[config.mk]
export PLATFORM = sky130hd
export DESIGN_NAME = mmio_timer
export DESIGN_NICKNAME = d
export VERILOG_FILES = /design/src/rtl/mmio_timer_pkg.sv /design/src/rtl/mmio_slave_fsm.sv /design/src/rtl/mmio_timer.sv
export SDC_FILE = /design/constraint.sdc
export NUM_CORES = 1
export LEC_CHECK = 0
export CAP_MARGIN = 10
export CORE_ASPECT_RATIO = 1.5
export CORE_MARGIN = 2
export CORE_UTILIZATION = 56
export DETAILED_ROUTE_END_ITERATION = 8
export PLACE_DENSITY = 0.9
export SYNTH_ARGS = -nofsm -noshare
export SYNTH_HDL_FRONTEND = slang
export SYNTH_HIERARCHICAL = 1
export SYNTH_SLANG_ARGS = --single-unit
export TNS_END_PERCENT = 5
[constraint.sdc]
create_clock -name clock -period 11.5 [get_ports clock]
set_input_delay 2.875 -clock clock [delete_from_list [all_inputs] [get_ports clock]]
set_output_delay 2.875 -clock clock [all_outputs]
set_load 0.01 [all_outputs]
[src/rtl/mmio_timer_pkg.sv]
// Shared types and register map for the MMIO timer and its bus responder FSM.
package mmio_timer_pkg;

   typedef enum logic [1:0] {
      IDLE = 2'd0,
      WAIT = 2'd1,
      RESP = 2'd2
   } mmio_state_t;

   localparam int TMR_WIN_BITS = 5;

   localparam logic [4:0] TMR_CTRL    = 5'h00;
   localparam logic [4:0] TMR_COUNT   = 5'h08;
   localparam logic [4:0] TMR_COMPARE = 5'h10;
   localparam logic [4:0] TMR_STATUS  = 5'h18;

   localparam int CTRL_EN          = 0;
   localparam int CTRL_IRQ_EN      = 1;
   localparam int CTRL_AUTO_RELOAD = 2;

   localparam logic [63:0] COMPARE_RESET = 64'hFFFF_FFFF_FFFF_FFFF;

   function automatic logic offset_aligned(input logic [4:0] off);
      return (off[2:0] == 3'd0);
   endfunction

endpackage

[src/rtl/mmio_slave_fsm.sv]
// Window decode and fixed-latency request/complete handshake for an MMIO responder.
module mmio_slave_fsm
   import mmio_timer_pkg::*;
#(
   parameter logic [63:0] BASE_ADDR   = 64'h0000_0000_0001_0000,
   parameter int          WAIT_CYCLES = 1,
   parameter int          WIN_BITS    = 5
) (
   input  logic                clock,
   input  logic                reset,
   input  logic [63:0]         addr_i,
   input  logic                req_i,
   input  logic                is_write_i,
   output logic                d_valid_o,
   output logic                d_ready_o,
   output logic                wr_strobe_o,
   output logic                rd_strobe_o,
   output logic [WIN_BITS-1:0] offset_o
);

   localparam logic [3:0] WAIT_INIT = (WAIT_CYCLES == 0) ? 4'd0 : 4'(WAIT_CYCLES - 1);

   mmio_state_t         state_q, state_d;
   logic [3:0]          cnt_q, cnt_d;
   logic [WIN_BITS-1:0] offset_q, offset_d;
   logic                is_write_q, is_write_d;
   logic                hit_s;

   assign hit_s     = (addr_i[63:WIN_BITS] == BASE_ADDR[63:WIN_BITS]);
   assign d_valid_o = req_i & hit_s;

   // State register with transaction context
   always_ff @(posedge clock or posedge reset) begin
      if (reset) begin
         state_q    <= IDLE;
         cnt_q      <= 4'd0;
         offset_q   <= {WIN_BITS{1'b0}};
         is_write_q <= 1'b0;
      end else begin
         state_q    <= state_d;
         cnt_q      <= cnt_d;
         offset_q   <= offset_d;
         is_write_q <= is_write_d;
      end
   end

   // Next-state logic; a withdrawn request during WAIT aborts silently
   always_comb begin
      state_d    = state_q;
      cnt_d      = cnt_q;
      offset_d   = offset_q;
      is_write_d = is_write_q;
      case (state_q)
         IDLE: begin
            if (d_valid_o) begin
               offset_d   = addr_i[WIN_BITS-1:0];
               is_write_d = is_write_i;
               if (WAIT_CYCLES == 0) begin
                  state_d = RESP;
                  cnt_d   = 4'd0;
               end else begin
                  state_d = WAIT;
                  cnt_d   = WAIT_INIT;
               end
            end else begin
               state_d = IDLE;
            end
         end
         WAIT: begin
            if (!d_valid_o) begin
               state_d = IDLE;
            end else if (cnt_q == 4'd0) begin
               state_d = RESP;
            end else begin
               cnt_d = cnt_q - 4'd1;
            end
         end
         RESP:    state_d = IDLE;
         default: state_d = IDLE;
      endcase
   end

   // Completion pulse and access strobes, all decoded from registered state
   always_comb begin
      d_ready_o   = (state_q == RESP);
      wr_strobe_o = (state_q == RESP) & is_write_q;
      rd_strobe_o = (state_q == RESP) & ~is_write_q;
      offset_o    = offset_q;
   end

endmodule

[src/rtl/mmio_timer.sv]
// MMIO timer: 64-bit free-running counter with compare match, auto-reload and level irq.
module mmio_timer
   import mmio_timer_pkg::*;
#(
   parameter logic [63:0] BASE_ADDR   = 64'h0000_0000_0001_0000,
   parameter int          WAIT_CYCLES = 1
) (
   input  logic        clock,
   input  logic        reset,
   input  logic [63:0] addr,
   input  logic [63:0] wdata,
   input  logic [2:0]  load_type,
   input  logic [2:0]  store_type,
   output logic        d_valid,
   output logic        d_ready,
   output logic [63:0] d_rdata,
   output logic        irq
);

   logic [2:0]              ctrl_q, ctrl_d;
   logic [63:0]             count_q, count_d;
   logic [63:0]             compare_q, compare_d;
   logic                    pending_q, pending_d;
   logic                    irq_q, irq_d;
   logic                    req_s, wr_strobe_s, rd_strobe_s, wr_ok_s, match_s;
   logic [TMR_WIN_BITS-1:0] offset_s;

   assign req_s = (|load_type) | (|store_type);

   mmio_slave_fsm #(
      .BASE_ADDR   (BASE_ADDR),
      .WAIT_CYCLES (WAIT_CYCLES),
      .WIN_BITS    (TMR_WIN_BITS)
   ) u_fsm (
      .clock       (clock),
      .reset       (reset),
      .addr_i      (addr),
      .req_i       (req_s),
      .is_write_i  (|store_type),
      .d_valid_o   (d_valid),
      .d_ready_o   (d_ready),
      .wr_strobe_o (wr_strobe_s),
      .rd_strobe_o (rd_strobe_s),
      .offset_o    (offset_s)
   );

   assign wr_ok_s = wr_strobe_s & offset_aligned(offset_s);
   assign match_s = ctrl_q[CTRL_EN] & (count_q == compare_q);
   assign irq     = irq_q;

   // Read mux, driven only during a read response
   always_comb begin
      d_rdata = 64'd0;
      if (rd_strobe_s && offset_aligned(offset_s)) begin
         case (offset_s)
            TMR_CTRL:    d_rdata = {61'd0, ctrl_q};
            TMR_COUNT:   d_rdata = count_q;
            TMR_COMPARE: d_rdata = compare_q;
            TMR_STATUS:  d_rdata = {63'd0, pending_q};
            default:     d_rdata = 64'd0;
         endcase
      end else begin
         d_rdata = 64'd0;
      end
   end

   // Counter and register next state: software COUNT write beats hardware, match-set beats W1C
   always_comb begin
      ctrl_d    = ctrl_q;
      compare_d = compare_q;
      count_d   = count_q;
      pending_d = pending_q | match_s;
      irq_d     = pending_q & ctrl_q[CTRL_IRQ_EN];
      if (ctrl_q[CTRL_EN]) begin
         if (match_s && ctrl_q[CTRL_AUTO_RELOAD]) begin
            count_d = 64'd0;
         end else begin
            count_d = count_q + 64'd1;
         end
      end else begin
         count_d = count_q;
      end
      if (wr_ok_s) begin
         case (offset_s)
            TMR_CTRL:    ctrl_d    = wdata[2:0];
            TMR_COUNT:   count_d   = wdata;
            TMR_COMPARE: compare_d = wdata;
            TMR_STATUS: begin
               if (wdata[0] && !match_s) begin
                  pending_d = 1'b0;
               end else begin
                  pending_d = pending_q | match_s;
               end
            end
            default:     ctrl_d    = ctrl_q;
         endcase
      end else begin
         ctrl_d = ctrl_q;
      end
   end

   // Timer state registers
   always_ff @(posedge clock or posedge reset) begin
      if (reset) begin
         ctrl_q    <= 3'd0;
         count_q   <= 64'd0;
         compare_q <= COMPARE_RESET;
         pending_q <= 1'b0;
         irq_q     <= 1'b0;
      end else begin
         ctrl_q    <= ctrl_d;
         count_q   <= count_d;
         compare_q <= compare_d;
         pending_q <= pending_d;
         irq_q     <= irq_d;
      end
   end

endmodule

======== Yosys cells after proc, flatten, opt, wreduce, memory -nomap -nowiden ========
Index checks and enable logic that the tools add are counted.
storage, ports and cells
  bits in registers ....................... 145
  bits of input ports ..................... 136
  output and inout bits ................... 67
  word-level logic and storage cells ...... 63
cells by class
  $add $sub $neg .......................... 2
  equality and inequality tests ........... 11
  multiplexer cells ....................... 17
  bitwise operators ....................... 9
  reductions and logical operators ........ 15
operator list
  operator                                                                 number
  64-bit two-way mux                                                       5
  64-bit one-hot mux with 4 select lines                                   1
  64-bit by 1-bit adder with 64-bit output, second input constant          1
  64-bit equality test                                                     1
  59-bit by 12-bit equality test with 1-bit output, second input constant  1
  4-bit two-way mux                                                        3
  5-bit equality test, second input constant                               2
  4-bit one-hot mux with 2 select lines                                    1
  1-bit bitwise AND                                                        6
  2-bit inequality test, second input constant                             3
  2-bit AND reduction                                                      3
  3-bit OR reduction                                                       2
  5-bit by 4-bit equality test with 1-bit output, second input constant    1
  5-bit zero test                                                          1
  4-bit zero test                                                          1
  1-bit two-way mux                                                        4
  2-bit two-way mux                                                        2
  2-bit one-hot mux with 2 select lines                                    1
  4-bit AND reduction                                                      1
  4-bit by 1-bit subtractor with 4-bit output, second input constant       1
  1-bit logical AND                                                        3
  3-bit zero test                                                          1
  3-bit by 2-bit inequality test with 1-bit output, second input constant  1
  2-bit by 1-bit equality test with 1-bit output, second input constant    1
  other kinds (6)                                                          7

======== Longest topological paths before layout ========
Gate-level depths: netlist (run 1).
  word-level depth ........................ 7
  gate-level depth with buffers ........... 10
  depth with buffers taken out ............ 7

======== Modules after synthesis ========
The synthesis (run 1) kept the hierarchy.
modules (own cells, without submodules)
  module          times used  cells each  area an instance (um^2)  sequential area each (um^2)
  mmio_timer      1           871         8369.3                   3408.3
  mmio_slave_fsm  1           68          757.0                    300.3

======== Worst setup path before layout (run 1) ========
OpenSTA, ideal clock, no wires.
  kind .................................... input-to-output
  from .................................... input port store_type[1]
  to ...................................... output port d_valid
  data arrival time ....................... 3.932 ns
  data required time ...................... 8.625 ns
  slack ................................... 4.693 ns
  stages on the path ...................... 5
  path buffers ............................ 0
  cell sequence ........................... or3_1 or4_1 nor4b_2 nand4_1 nor4_1
between the ends
  longest elaborated chain between the ends .. 3
ends and longest elaborated chain
  what                RTL line              RTL
  start: declaration  mmio_timer.sv:13      input logic [2:0] store_type,
  3-bit OR reduction  mmio_timer.sv:28      assign req_s = (|load_type) | (|store_type);
  1-bit OR            mmio_timer.sv:28
  net req_s           mmio_timer.sv:25      logic req_s, wr_strobe_s, rd_strobe_s, wr_ok_s, match_s;
  1-bit bitwise AND   mmio_slave_fsm.sv:30  assign d_valid_o = req_i & hit_s;
  end: declaration    mmio_timer.sv:14      output logic d_valid,
The timed path passes the listed nets, and every way through them passes these cells.

======== Worst setup path after layout (run 1) ========
Same ends and word-level chain as after synthesis.

==> results of run 1 <==
-- cells in the mapped netlist (4+ instances only) --
cell,number,share of area
mux2i_1,4,0.0044
mux2_2,68,0.084
clkbuf_1,51,0.021
xnor2_1,78,0.075
and2_1,5,0.0034
a22oi_1,62,0.051
o2bb2ai_1,5,0.0048
xor2_1,31,0.030
o22ai_1,4,0.0027
buf_1,5,0.0021
nor3_1,10,0.0055
o21ai_0,4,0.0022
nor2b_1,10,0.0069
nand4_1,29,0.020
nor2_1,82,0.034
nand2_1,96,0.039
nand3_1,25,0.014
dfstp_2,64,0.18
dfrtp_1,81,0.22
nor4_1,37,0.025
inv_1,33,0.014
buf_2,13,0.0071
mux2_4,6,0.0099
and3_1,4,0.0027
and4_1,8,0.0077
buf_6,8,0.0099
o31ai_2,11,0.015
o31ai_1,53,0.044
or4_1,5,0.0041
-- final cells by class --
type | count | area (µm²) | area share
well taps | 206 | 258 | 0.0219
flip-flops and latches | 145 | 3710 | 0.315
clock buffers | 17 | 425 | 0.0361
inverters | 33 | 126 | 0.0107
repair buffers | 211 | 2100 | 0.178
multi-input cells | 681 | 4920 | 0.418
clock inverters | 15 | 240 | 0.0204
-- logic make-up (layout without fill, tap and decap cells) --
kind of cell / after synthesis / after routing / synth area share
muxes: 78 / 78 / 0.0982
adders and majority gates: 2 / 2 / 0.00274
and+or+nand+nor: 342 / 342 / 0.203
DFF: 145 / 145 / 0.406
AOI/OAI and AO/OA: 150 / 150 / 0.130
xor gates and xnor gates: 109 / 109 / 0.105
buffers and inverters: 113 / 276 / 0.0555
-- flip-flops by register name (all words and copies together) (netlist names) --
name	cells
irq	1
u_fsm/offset_o	5
pending_q	1
compare_q	64
u_fsm/cnt_q	4
ctrl_q	3
u_fsm/state_q	2
u_fsm/is_write_q	1
count_q	64
-- stage by stage --
step / hold WS, ns / power (mW) / setup slack [ns] / cell area (µm²)
2_1_floorplan: 0.468 / 0.734 / 4.69 / 9130
3_3_place_gp: 0.496 / 0.816 / 3.71 / 11100
3_5_place_dp: 0.508 / 0.822 / 3.65 / 11100
4_1_cts: 0.526 / 1.45 / 3.65 / 11800
5_1_grt: 0.536 / 1.49 / 3.56 / 11800
6_report: 0.526 / 1.45 / 3.68 / 11800
-- power by group through the flow --
stage               Sequential, mW  Clock (mW)  Combinational (mW)
detailed placement           0.626           0               0.196
global route                 0.627       0.652               0.214
finish                       0.622       0.629               0.200
CTS                          0.619       0.630               0.199
global placement             0.624           0               0.192
floorplan                    0.590           0               0.144
-- metal layers --
layer | share of wire | up-vias | wire (µm) | global-route usage
met5 | 0 | - | 0 | 0
met4 | 0.059 | 0 | 1590 | 0.181
met3 | 0.073 | 102 | 1990 | 0.0548
met2 | 0.51 | 457 | 13900 | 0.555
met1 | 0.35 | 3991 | 9630 | 0.369
li1 | - | 3663 | - | -
-- worst register-to-register path, stage by stage, from the launching register on --
cell     delay [ns]
dfrtp_1        0.38
nor3_1         0.57
and3b_2        0.76
and2_4         0.64
buf_4          0.75
nand2_1        0.19
o31ai_1        0.13
-- cell usage in the layout (no fill, tap or decap), drive strengths merged, types with 8 or more instances in the layout --
cell,count
clkinv,9
mux2,74
a22oi,62
inv,33
nor2,83
buf,9
o31ai,64
xor2,31
nor4,43
nor3,13
clkbuf,17
dfrtp,81
nand2,96
and4,8
nor2b,10
xnor2,78
dfstp,64
clkdlybuf4s50,202
nand3,26
nand4,31
-- worst min path at each step --
| stage | startpoint | end | slack, ns | cells after the start |
|---|---|---|---|---|
| after global routing | u_fsm/offset_o[0]$_DFFE_PP0P_ | u_fsm/offset_o[0]$_DFFE_PP0P_ | 0.54 | 1 |
| after detailed placement | u_fsm/offset_o[0]$_DFFE_PP0P_ | u_fsm/offset_o[0]$_DFFE_PP0P_ | 0.51 | 1 |
| after floorplan | pending_q$_DFF_PP0_ | irq$_DFF_PP0_ | 0.47 | 1 |
| after global placement | ctrl_q[1]$_DFFE_PP0P_ | irq$_DFF_PP0_ | 0.50 | 1 |
| final | u_fsm/offset_o[2]$_DFFE_PP0P_ | u_fsm/offset_o[2]$_DFFE_PP0P_ | 0.53 | 1 |
| after CTS | u_fsm/offset_o[2]$_DFFE_PP0P_ | u_fsm/offset_o[2]$_DFFE_PP0P_ | 0.53 | 1 |
==> qor.csv, run 1 <==
stage,metric,value,unit
worst_setup_path,Worst Path Max Fanout,2,
global_routing,total gr overflow,0,
synth,Mapped Area,0.00913,mm²
worst_setup_path,Worst path slowest cell,clkdlybuf4s50_1,
placed_design,placed insts,1275,
global_routing,first-pass GRT wire length,43300,µm
routing,number of routed nets with antenna violations,0,
worst_setup_path,critical path launch point,store_type[1],
pwr,Pwr Density,123,mW/mm²
synth,Synthesized Nets,1077,
worst_setup_path,WP depth,7,
synth,Synth Flop Type,dfrtp_1,
placed_design,Port Buffers,202,
sta,post-layout min period,7.82,ns
floorplanning,die area,0.0174,mm²
synth,synth unique cells,59,
sta,setup tns final,0,ns
cts,Worst-Skew Late Latency,0.43,ns
worst_setup_path,CP startpoint kind,input pin,
hold_path,Hold/Removal Path Class,flop to flop,
cts,clk sinks,145,
sta,Max Freq,128,MHz
global_routing,largest net degree at the start of global routing,81,
floorplanning,top-level port count,203,
floorplanning,Rows,57,
pwr,Static Leakage,4.11,nW
worst_setup_path,Reg-to-Reg Start,u_fsm/offset_o[1]$_DFFE_PP0P_,
global_routing,vias in the first global route,8443,
final_layout,Util after Layout,0.734,
cts,Root Buffer,clkbuf_16,
routing,Detailed Route WL,27200,µm
routing,DRC,0,
final_layout,Area Overhead vs Synth,29.1,%
synth,synthesized flop and latch total,145,
floorplanning,core area,0.0160,mm²
worst_setup_path,FF-to-FF End,count_q[38]$_DFF_PP0_,
worst_setup_path,worst endpoint data arrival time,4.94,ns
worst_setup_path,crit path kind,input pin to output port,
synth,syn_area_per_cell,9.72,µm²
cts,Resize count post-CTS,0,
sta,slew of the pin with the lowest slew margin,0.880,ns
final_layout,Filler Cells Inserted,1089,
sta,final worst clock skew,0.00613,ns
synth,Gate Count Post-Synth,939,
synth,"EDFF count, synth",0,
routing,drt wl/cell,20.8,µm
final_layout,final cell count without fillers,1308,
worst_setup_path,R2R setup slack,7.95,ns
synth,synth warn,6,
placed_design,DP Wirelength,18600,µm
worst_setup_path,Worst Setup EP,d_valid,
worst_setup_path,"CP delay by family, top",simple AND/OR/NAND/NOR gates,
sta,RSZ-0062 raised after global routing,no,
routing,detail-routed via count per cell,6.28,
sta,"Hold Vio Cnt, Final",0,
worst_setup_path,cell mode on critical path,clkdlybuf4s50_1,
routing,Iteration-0 DRC Markers,744,
synth,fraction of registers with async set/reset,1.00,
pwr,Seq pwr share,0.429,
worst_setup_path,CP endpoint kind,output port,
sta,fin crit share,0.680,
worst_setup_path,worst path cell trace,clkdlybuf4s50_1 -> or3_1 -> or4_1 -> nor4b_2 -> nand4_1 -> nor4_1 -> clkdlybuf4s50_1,
floorplanning,Die W,108,µm
final_layout,layout cells sized above 1,0.199,
pwr,maximum vdd drop,0.0822,mV
placed_design,RePlAce Congestion,0.982,
cts,CTS Buf Count,17,
job,MaxCap Viol Count,0,
worst_setup_path,Worst Reg-to-Reg Cells,6,
pwr,switching part of the total,0.262,
status,status,finished clean,
routing,via count,8213,
pwr,Switch Pwr,0.380,mW
pwr,Comb pwr share,0.138,
global_routing,GRT Overall Usage,0.321,
worst_setup_path,Worst Path Buf+Inv,2,
routing,drt first pass iters,6,
floorplanning,initial core utilization,0.569,
sta,max_slew headroom,0.413,
final_layout,antenna cell count,0,
cts,H-tree levels,4,
global_routing,antenna violations before repair,0,
cts,CTS tree,yes,
pwr,Pint,1.07,mW
sta,Final setup viols,0,
worst_setup_path,Worst Path Required,8.63,ns
sta,"Slew Viols, Final",0,
worst_setup_path,Crit path largest cell delay,0.50,ns
cts,"CTS clk-pin slew, worst paths",0.06,ns
synth,"Seq/Total Area, Yosys",0.406,
pwr,Clock Power Share,0.433,
cts,Post-CTS Setup Bufs,0,
cts,CTS Buffer Depth,2,
cts,hold_buf cts,0,
final_layout,Nets,1227,
floorplanning,die height,160,µm
Note: power is estimated with default switching activity, not from simulation.
==> run 2: changes to the inputs <==
--- a/config.mk
+++ b/config.mk
@@ -8,9 +8,9 @@
 export CAP_MARGIN = 10
 export CORE_ASPECT_RATIO = 1.5
 export CORE_MARGIN = 2
-export CORE_UTILIZATION = 56
+export CORE_UTILIZATION = 47
 export DETAILED_ROUTE_END_ITERATION = 8
-export PLACE_DENSITY = 0.9
+export PLACE_DENSITY = 0.81
 export SYNTH_ARGS = -nofsm -noshare
 export SYNTH_HDL_FRONTEND = slang
 export SYNTH_HIERARCHICAL = 1
==> constraint.sdc (replaced) <==
create_clock -name clock -period 6.8 [get_ports clock]
set_input_delay 1.7 -clock clock [delete_from_list [all_inputs] [get_ports clock]]
set_output_delay 1.7 -clock clock [all_outputs]
set_load 0.01 [all_outputs]
==> run 2 against run 1 <==
Power grew 57%. Cell count increased by 3.9%. Worst setup slack got worse by 2.4 ns. Global-route usage down 5.3 points. Critical path type unchanged. Critical endpoint unchanged. Largest cell class unchanged. Largest power group is now sequential cells.
==> qor.csv, run 2 (synthesized netlist as in run 1, its figures left out) <==
stage,metric,value,unit,change
placed_design,DP Wirelength,19800,µm,+6.4%
routing,number of routed nets with antenna violations,0,,unchanged
routing,Detailed Route WL,27500,µm,+1.2%
final_layout,Register Area,0.00371,mm²,unchanged
cts,CTS Buf Count,17,,unchanged
sta,RSZ-0062 raised after global routing,no,,
worst_setup_path,Worst Path Required,5.10,ns,-3.53 ns
global_routing,total gr overflow,0,,unchanged
pwr,maximum vdd drop,0.174,mV,+110%
worst_setup_path,FF-to-FF End,count_q[41]$_DFF_PP0_,,
sta,setup tns final,0,ns,unchanged
cts,"CTS clk-pin slew, worst paths",0.07,ns,about the same
cts,Worst-Skew Late Latency,0.42,ns,about the same
sta,slew of the pin with the lowest slew margin,0.966,ns,+0.0857 ns
job,MaxCap Viol Count,0,,unchanged
routing,DRC,0,,unchanged
floorplanning,Die W,118,µm,+8.8%
routing,via count,7973,,-2.9%
pwr,Comb pwr share,0.151,,+0.013
final_layout,Area Overhead vs Synth,28.5,%,
floorplanning,die area,0.0206,mm²,+19%
global_routing,first-pass GRT wire length,43400,µm,+0.21%
worst_setup_path,crit path kind,input pin to output port,,
pwr,Switch Pwr,0.665,mW,+75%
worst_setup_path,critical path launch point,store_type[1],,
final_layout,Nets,1227,,unchanged
placed_design,RePlAce Congestion,0.954,,-2.8%
sta,post-layout min period,5.50,ns,
final_layout,Filler Cells Inserted,1615,,+48%
cts,Post-CTS Setup Bufs,0,,unchanged
sta,Max Freq,182,MHz,
sta,Final setup viols,0,,unchanged
final_layout,most frequent cells in the layout,"clkdlybuf4s50_1 (202), nand2_1 (94), nor2_1 (82)",,
cts,Root Buffer,clkbuf_16,,
cts,H-tree levels,4,,unchanged
worst_setup_path,CP startpoint kind,input pin,,
pwr,Seq pwr share,0.461,,+0.032
global_routing,largest net degree at the start of global routing,71,,-12%
worst_setup_path,R2R setup slack,3.06,ns,-4.89 ns
cts,CTS tree,yes,,
final_layout,multi-input logic area,0.00492,mm²,unchanged
global_routing,GRT Overall Usage,0.268,,-0.0528
final_layout,layout cells sized above 1,0.199,,unchanged
pwr,Pint,1.61,mW,+51%
pwr,Static Leakage,4.04,nW,-1.6%
floorplanning,die height,175,µm,+8.9%
routing,drt first pass iters,8,,+2
cts,Resize count post-CTS,0,,unchanged
worst_setup_path,Worst Path Max Fanout,2,,unchanged
sta,hold_ws,0.516,ns,-0.00962 ns
worst_setup_path,worst endpoint data arrival time,3.80,ns,-1.14 ns
sta,fin crit share,0.808,,
final_layout,"most common cell after layout, fill and taps aside",clkdlybuf4s50_1,,
floorplanning,Rows,62,,+8.8%
worst_setup_path,Worst Setup EP,d_valid,,
sta,final worst clock skew,0.0122,ns,+0.00602 ns
worst_setup_path,Worst Reg-to-Reg Cells,7,,+1
global_routing,vias in the first global route,8183,,-3.1%
status,status,finished clean,,
routing,detail-routed via count per cell,5.87,,-6.6%
worst_setup_path,CP endpoint kind,output port,,
floorplanning,initial core utilization,0.478,,-0.0905
floorplanning,top-level port count,203,,unchanged
floorplanning,core area,0.0191,mm²,+19%
pwr,Pwr Density,194,mW/mm²,+58%
cts,clk sinks,145,,unchanged
pwr,Clock Power Share,0.389,,-0.044
pwr,switching part of the total,0.292,,+0.0300
placed_design,Port Buffers,202,,unchanged
worst_setup_path,Reg-to-Reg Start,count_q[27]$_DFF_PP0_,,
routing,Iteration-0 DRC Markers,667,,-10%
sta,"Hold Vio Cnt, Final",0,,unchanged
hold_path,Hold/Removal Path Class,flop to flop,,
cts,hold_buf cts,0,,unchanged
global_routing,antenna violations before repair,1,,+1
sta,"Slew Viols, Final",0,,unchanged
sta,max_slew headroom,0.351,,-0.0620
routing,drt wl/cell,20.2,µm,-2.6%
cts,CTS Buffer Depth,2,,unchanged
run 2: routing by layer:
layer | GRT usage | vias to the layer above | part of all wire
li1 | - | 3668 | -
met1 | 0.309 | 3857 | 0.37
met2 | 0.488 | 390 | 0.53
met3 | 0.0450 | 58 | 0.062
met4 | 0.111 | 0 | 0.039
met5 | 0 | - | 0
run 2: how the worst min path moves through the flow:
stage	start	to	cells past startpoint
6_report	ctrl_q[1]$_DFFE_PP0P_	irq$_DFF_PP0_	1
5_1_grt	u_fsm/offset_o[1]$_DFFE_PP0P_	u_fsm/offset_o[1]$_DFFE_PP0P_	1
4_1_cts	ctrl_q[1]$_DFFE_PP0P_	irq$_DFF_PP0_	1
3_5_place_dp	ctrl_q[1]$_DFFE_PP0P_	irq$_DFF_PP0_	1
3_3_place_gp	u_fsm/offset_o[2]$_DFFE_PP0P_	u_fsm/offset_o[2]$_DFFE_PP0P_	1
2_1_floorplan	pending_q$_DFF_PP0_	irq$_DFF_PP0_	1
run 2: final cells by class:
cell class                      instances  area share
Tap cell                              256      0.0273
Clock buffer                           18      0.0374
Clock inverter                         14      0.0105
Inverter                               33      0.0108
Sequential cell                       145       0.316
Multi-Input combinational cell        681       0.420
Antenna cell                            1    0.000213
Timing Repair Buffer                  211       0.178
run 2: power by group through the flow:
stage | sequential [mW] | clock, mW | combinational (mW)
after floorplan | 0.998 | 0 | 0.244
after global placement | 1.06 | 0 | 0.331
after detailed placement | 1.06 | 0 | 0.340
after CTS | 1.05 | 0.896 | 0.343
after global routing | 1.06 | 0.932 | 0.366
final | 1.05 | 0.885 | 0.343
run 2: stage by stage:
step | std cells | setup slack, ns | cell area (µm²) | power (mW) | util
floorplan | 939 | 1.65 | 9130 | 1.24 | -
global placement | 1326 | 1.28 | 11200 | 1.39 | 0.585
detailed placement | 1326 | 1.25 | 11200 | 1.40 | 0.585
CTS | 1358 | 1.26 | 11700 | 2.28 | 0.615
global route | 1359 | 1.22 | 11700 | 2.36 | 0.615
finish | 1359 | 1.30 | 11700 | 2.28 | 0.615
run 2: worst max-delay path, cell delays in order:
cell and delay [ns]:
clkdlybuf4s50_1 0.39, or3_1 0.38, or4_1 0.46, nor4b_2 0.18, nand4_1 0.11, nor4_1 0.09, clkdlybuf4s50_1 0.48
